==> src/rtl/tq_chroma_dc_seq.sv <==
// tq_chroma_dc_seq: sequences 4 Cb + 4 Cr chroma DC levels through the shared inverse Hadamard/dequant datapath
module tq_chroma_dc_ih_iqt #(
  parameter int DW  = 15,
  parameter int QPW = 6
) (
  input  logic [3:0][DW-1:0] coef,
  input  logic [QPW-1:0]     qp,
  output logic [3:0][DW-1:0] dc
);
  localparam int PW = DW + 26;
  logic [QPW-1:0] qp_div, qp_mod;
  logic signed [5:0] v;
  logic signed [DW+1:0] e [4];
  logic signed [DW+1:0] f [4];
  assign qp_div = qp / QPW'(6);
  assign qp_mod = qp % QPW'(6);
  assign v = qp_mod == QPW'(0) ? 6'sd10 :
             qp_mod == QPW'(1) ? 6'sd11 :
             qp_mod == QPW'(2) ? 6'sd13 :
             qp_mod == QPW'(3) ? 6'sd14 :
             qp_mod == QPW'(4) ? 6'sd16 : 6'sd18;
  for (genvar k = 0; k < 4; k++) begin : g_ext
    assign e[k] = (DW+2)'($signed(coef[k]));
  end
  assign f[0] = e[0] + e[1] + e[2] + e[3];
  assign f[1] = e[0] - e[1] + e[2] - e[3];
  assign f[2] = e[0] + e[1] - e[2] - e[3];
  assign f[3] = e[0] - e[1] - e[2] + e[3];
  // LevelScale*16 >> 5 folds to v >> 1 with flat weights
  for (genvar k = 0; k < 4; k++) begin : g_scale
    logic signed [PW-1:0] p;
    assign p = (PW'(f[k]) * PW'(v)) <<< qp_div;
    assign dc[k] = DW'(p >>> 1);
  end
endmodule

module tq_chroma_dc_seq #(
  parameter int DW  = 15,
  parameter int QPW = 6
) (
  input  logic           clk,
  input  logic           rst,
  input  logic           start_i,
  input  logic [QPW-1:0] qp_cb_i,
  input  logic [QPW-1:0] qp_cr_i,
  input  logic           coeff_valid_i,
  output logic           coeff_ready_o,
  input  logic [DW-1:0]  coeff_i,
  output logic           dc_valid_o,
  input  logic           dc_ready_i,
  output logic           dc_comp_o,
  output logic [DW-1:0]  dc00_o,
  output logic [DW-1:0]  dc01_o,
  output logic [DW-1:0]  dc10_o,
  output logic [DW-1:0]  dc11_o,
  output logic           busy_o,
  output logic           done_o
);
  typedef enum logic [1:0] {IDLE, LOAD, CALC, OUT} state_t;
  state_t state, state_nxt;
  logic [1:0] cnt;
  logic comp, accept, hs, go;
  logic [QPW-1:0] qp_cb_q, qp_cr_q;
  logic [3:0][DW-1:0] coef_q, dp_dc, dc_q;
  tq_chroma_dc_ih_iqt #(.DW(DW), .QPW(QPW)) u_dp (
    .coef(coef_q),
    .qp  (comp ? qp_cr_q : qp_cb_q),
    .dc  (dp_dc)
  );
  always_comb begin
    go = state == IDLE && start_i;
    accept = state == LOAD && coeff_valid_i;
    hs = state == OUT && dc_valid_o && dc_ready_i;
    state_nxt = go ? LOAD :
                (accept && cnt == 2'd3) ? CALC :
                state == CALC ? OUT :
                hs ? (comp ? IDLE : LOAD) : state;
  end
  always_ff @(posedge clk or posedge rst) begin
    if (rst) begin
      state <= IDLE;
      cnt <= '0;
      comp <= 1'b0;
      qp_cb_q <= '0;
      qp_cr_q <= '0;
      coef_q <= '0;
      dc_q <= '0;
      dc_comp_o <= 1'b0;
      dc_valid_o <= 1'b0;
      done_o <= 1'b0;
    end else begin
      state <= state_nxt;
      done_o <= hs && comp;
      if (go) begin
        qp_cb_q <= qp_cb_i;
        qp_cr_q <= qp_cr_i;
        comp <= 1'b0;
        cnt <= '0;
      end
      if (accept) begin
        coef_q[cnt] <= coeff_i;
        cnt <= cnt + 2'd1;
      end
      if (state == CALC) begin
        dc_q <= dp_dc;
        dc_comp_o <= comp;
        dc_valid_o <= 1'b1;
      end
      if (hs) begin
        dc_valid_o <= 1'b0;
        comp <= 1'b1;
      end
    end
  end
  assign coeff_ready_o = state == LOAD;
  assign busy_o = state != IDLE;
  assign dc00_o = dc_q[0];
  assign dc01_o = dc_q[1];
  assign dc10_o = dc_q[2];
  assign dc11_o = dc_q[3];
endmodule

==> config.mk <==
export PLATFORM = sky130hd
export DESIGN_NAME = tq_chroma_dc_seq
export DESIGN_NICKNAME = d
export VERILOG_FILES = /design/src/rtl/tq_chroma_dc_seq.sv
export SDC_FILE = /design/constraint.sdc
export NUM_CORES = 1
export LEC_CHECK = 0
export ABC_AREA = 1
export CAP_MARGIN = 20
export CELL_PAD_IN_SITES_DETAIL_PLACEMENT = 1
export CELL_PAD_IN_SITES_GLOBAL_PLACEMENT = 2
export CORE_UTILIZATION = 40
export DETAILED_ROUTE_END_ITERATION = 7
export GPL_ROUTABILITY_DRIVEN = 0
export GPL_TIMING_DRIVEN = 0
export PLACE_DENSITY_LB_ADDON = 0.1
export REMOVE_ABC_BUFFERS = 1
export SYNTH_ARGS = -nofsm -noshare
export SYNTH_HDL_FRONTEND = slang
export SYNTH_SLANG_ARGS = --single-unit
==> constraint.sdc <==
create_clock -name clk -period 11 [get_ports clk]
set_input_delay 2.75 -clock clk [delete_from_list [all_inputs] [get_ports clk]]
set_output_delay 2.75 -clock clk [all_outputs]
set_load 0.02 [all_outputs]
==> run metrics <==
wire length per cell=~17 um; measured slew at the worst slew-check pin=1.04 ns; Num CTS Buffers=17; fillers=6,540; Hold Buf Count CTS=0; Detail Route Antenna Nets=0; Seq/Total Area, Yosys=about 17%; router iterations before antenna repair=4; Async SR Flop Fraction=100%; number of flops mapped to enable cells by yosys=0; Site Rows=83; WP data arrival=10.31 ns; Final Slew Violations=0; WL final=60,300 um; CTS root buf=clkbuf_16; Core Footprint=51,500 um2; met3 usage in global routing=2.51%; Port Buffers=96; syn_area_per_cell=between 7 and 8 um2; CTS resizes=0; htree depth=4; worst setup path class=flip-flop to flip-flop; cell count after synthesis=2,883; clock latency on the worst-skew pair=0.49 ns; drt first-iter violations=713; Die Y=between 200 and 250 um; Initial Util=~41%; grt peak-use layer=met2; yosys synthesis warning count=0; GRT Total Usage=23.7%; kind of end point of the critical path=flip-flop; global-route wire length before repair=101,000 um; GR met1 Demand/Resource=31.7%; final setup fails=0; CP Data Required Time=11.37 ns; final core utilization=45.0%; largest net degree at the start of global routing=between 70 and 80; RSZ-0062 raised after global routing=no; Clk pin slew, worst setup/hold paths=0.07 ns; Crit-path slowest cell=nand3_2; count of cell types in the netlist=55; die area=approximately 53,000 um2; pre-CTS setup slack=1.06 ns; Synth Flop Type=dfrtp_1; Hold Vio Cnt, Final=0; initial antenna violation count=0; slowest stage delay, CP=0.85 ns; Largest delay share family, worst path=simple AND/OR/NAND/NOR gates; minimum clock period=9.94 ns; PnR worst setup slack=1.06 ns; Syn Std Cell Area=around 21,000 um2; mux share of post-synthesis cell area=less than 1%; met2 usage=approximately 40%; status=finished, final reports clean; vias=18,300; clock skew=0.0205 ns; compound-cell area share of the yosys netlist=13.1%; maxcap violations=0; Worst Path Max Fanout=60; main combinational cell family by area after synthesis=adder cells; CTS tree=built; postcts setup bufs=0; Post-Synth Adder-Cell Area=32.0%; Overflow after GRT=0; register bit total from synthesis=140; CTS max path bufs=2; Tcrit/Tclk final=90.4%; I/O pins=97; die width=between 200 and 250 um; Sink Count=140; HPWL after detailed placement=50,000 um; most frequent CP cell=nand2_1; XOR/XNOR Fraction of Synth Area=5.35%; Max-Slew Margin vs Limit=30.9%; drt drc=0; Setup TNS Final=0 ns; Via density=5.07; layout cells sized above 1=3.63%; Tightest Hold Check Type=flip-flop to flip-flop; critical path launch point type=flip-flop; Min Hold Slack=0.477 ns; vias in the first global route=19,700; fin nets=3,356; Post-Synth Simple-Gate Area=21.0%; WP buf/inv=5; Peak Freq=between 100 and 150 MHz; Area growth syn-to-layout=10.6%
## through the flow
step	instances	cell area [um2]
floorplan	2787	20600
global placement	3563	22400
detailed placement	3571	22600
CTS	3603	23200
global route	3603	23200
finish	3604	23200
## cells in the final DEF (no fill, tap or decap), types with 5 or more instances in the layout
cell	n
nand2_1	603
inv_1	524
nor2_1	290
o21ai_0	211
ha_1	211
fa_1	203
dfrtp_1	140
a21oi_1	131
xor2_1	105
clkdlybuf4s50_1	96
nand3_1	91
o21bai_1	25
xnor2_1	23
a31oi_1	22
o211ai_1	21
or2_2	20
nand4_1	18
o21ai_1	18
clkbuf_16	17
inv_2	16
nor3_1	16
nand2_2	12
a21o_1	10
o22ai_1	7
mux2i_1	6
nand3b_1	6
inv_6	6
buf_12	5
## routing by layer
layer,vias up,wire length [um]
li1,9053,-
met1,8970,29100
met2,192,28600
met3,53,1270
met4,0,1320
met5,-,0
## layout make-up
cell class | instances | area, um2 | share of cell area (%)
diodes | 1 | 2.50 | 0.0108
clock buffers | 17 | 425 | 1.83
clock inverters | 15 | 176 | 0.761
inverters | 543 | 2040 | 8.81
multi-input cells | 2104 | 15000 | 64.9
flip-flops and latches | 140 | 3500 | 15.1
well taps | 680 | 851 | 3.67
repair buffers | 104 | 1140 | 4.93
## sequential cells by signal (all words and copies together), names as in the netlist
name and cells:
state 2, qp_cr_q 6, dc_valid_o 1, dc_comp_o 1, coef_q 60, dc11_o 15
qp_cb_q 6, done_o 1, dc00_o 15, dc10_o 15, dc01_o 15, cnt 2
comp 1
## worst register-to-register path, delay by kind of cell, from the launching register on
family	cells	cell delay [ns]
AO/OA/AOI/OAI	5	0.92
XOR/XNOR	1	0.20
adder cells (fa/ha/maj)	5	2.12
buffers and inverters	5	1.35
flip-flops	1	0.49
AND/OR/NAND/NOR	28	4.75
## cell families after synthesis
kind of cell / Yosys count
muxes: 6
adders and majority gates: 414
buffers and inverters: 639
AOI/OAI and AO/OA: 483
xor gates and xnor gates: 128
DFF: 140
and+or+nand+nor: 1073
## path summary, 6_finish.rpt
kind	startpoint	end	slack, ns	cells after the start
min in group asynchronous	rst	dc_valid_o	2.74	2
min	dc10_o[12]	dc10_o[12]	0.48	2
max in group asynchronous	rst	dc11_o[9]	7.39	3
max reg2reg	comp	dc01_o[14]	1.06	44
max	comp	dc01_o[14]	1.06	44
min reg2reg	dc10_o[12]	dc10_o[12]	0.48	2
## cell usage after synthesis (all sizes together) (25+ instances only)
| master | instances | area share (%) |
|---|---|---|
| nand2 | 618 | 11 |
| inv | 541 | 9.7 |
| nor2 | 292 | 5.3 |
| o21ai | 231 | 5.6 |
| ha | 211 | 13 |
| fa | 203 | 19 |
| dfrtp | 140 | 17 |
| a21oi | 134 | 3.3 |
| xor2 | 105 | 4.4 |
| nand3 | 95 | 2.4 |
| clkbuf | 76 | 1.4 |
| o21bai | 25 | 0.90 |
Power of run 1 is not shown: default switching activity piles up to over one toggle a cycle in this logic, so the estimate is an artifact.
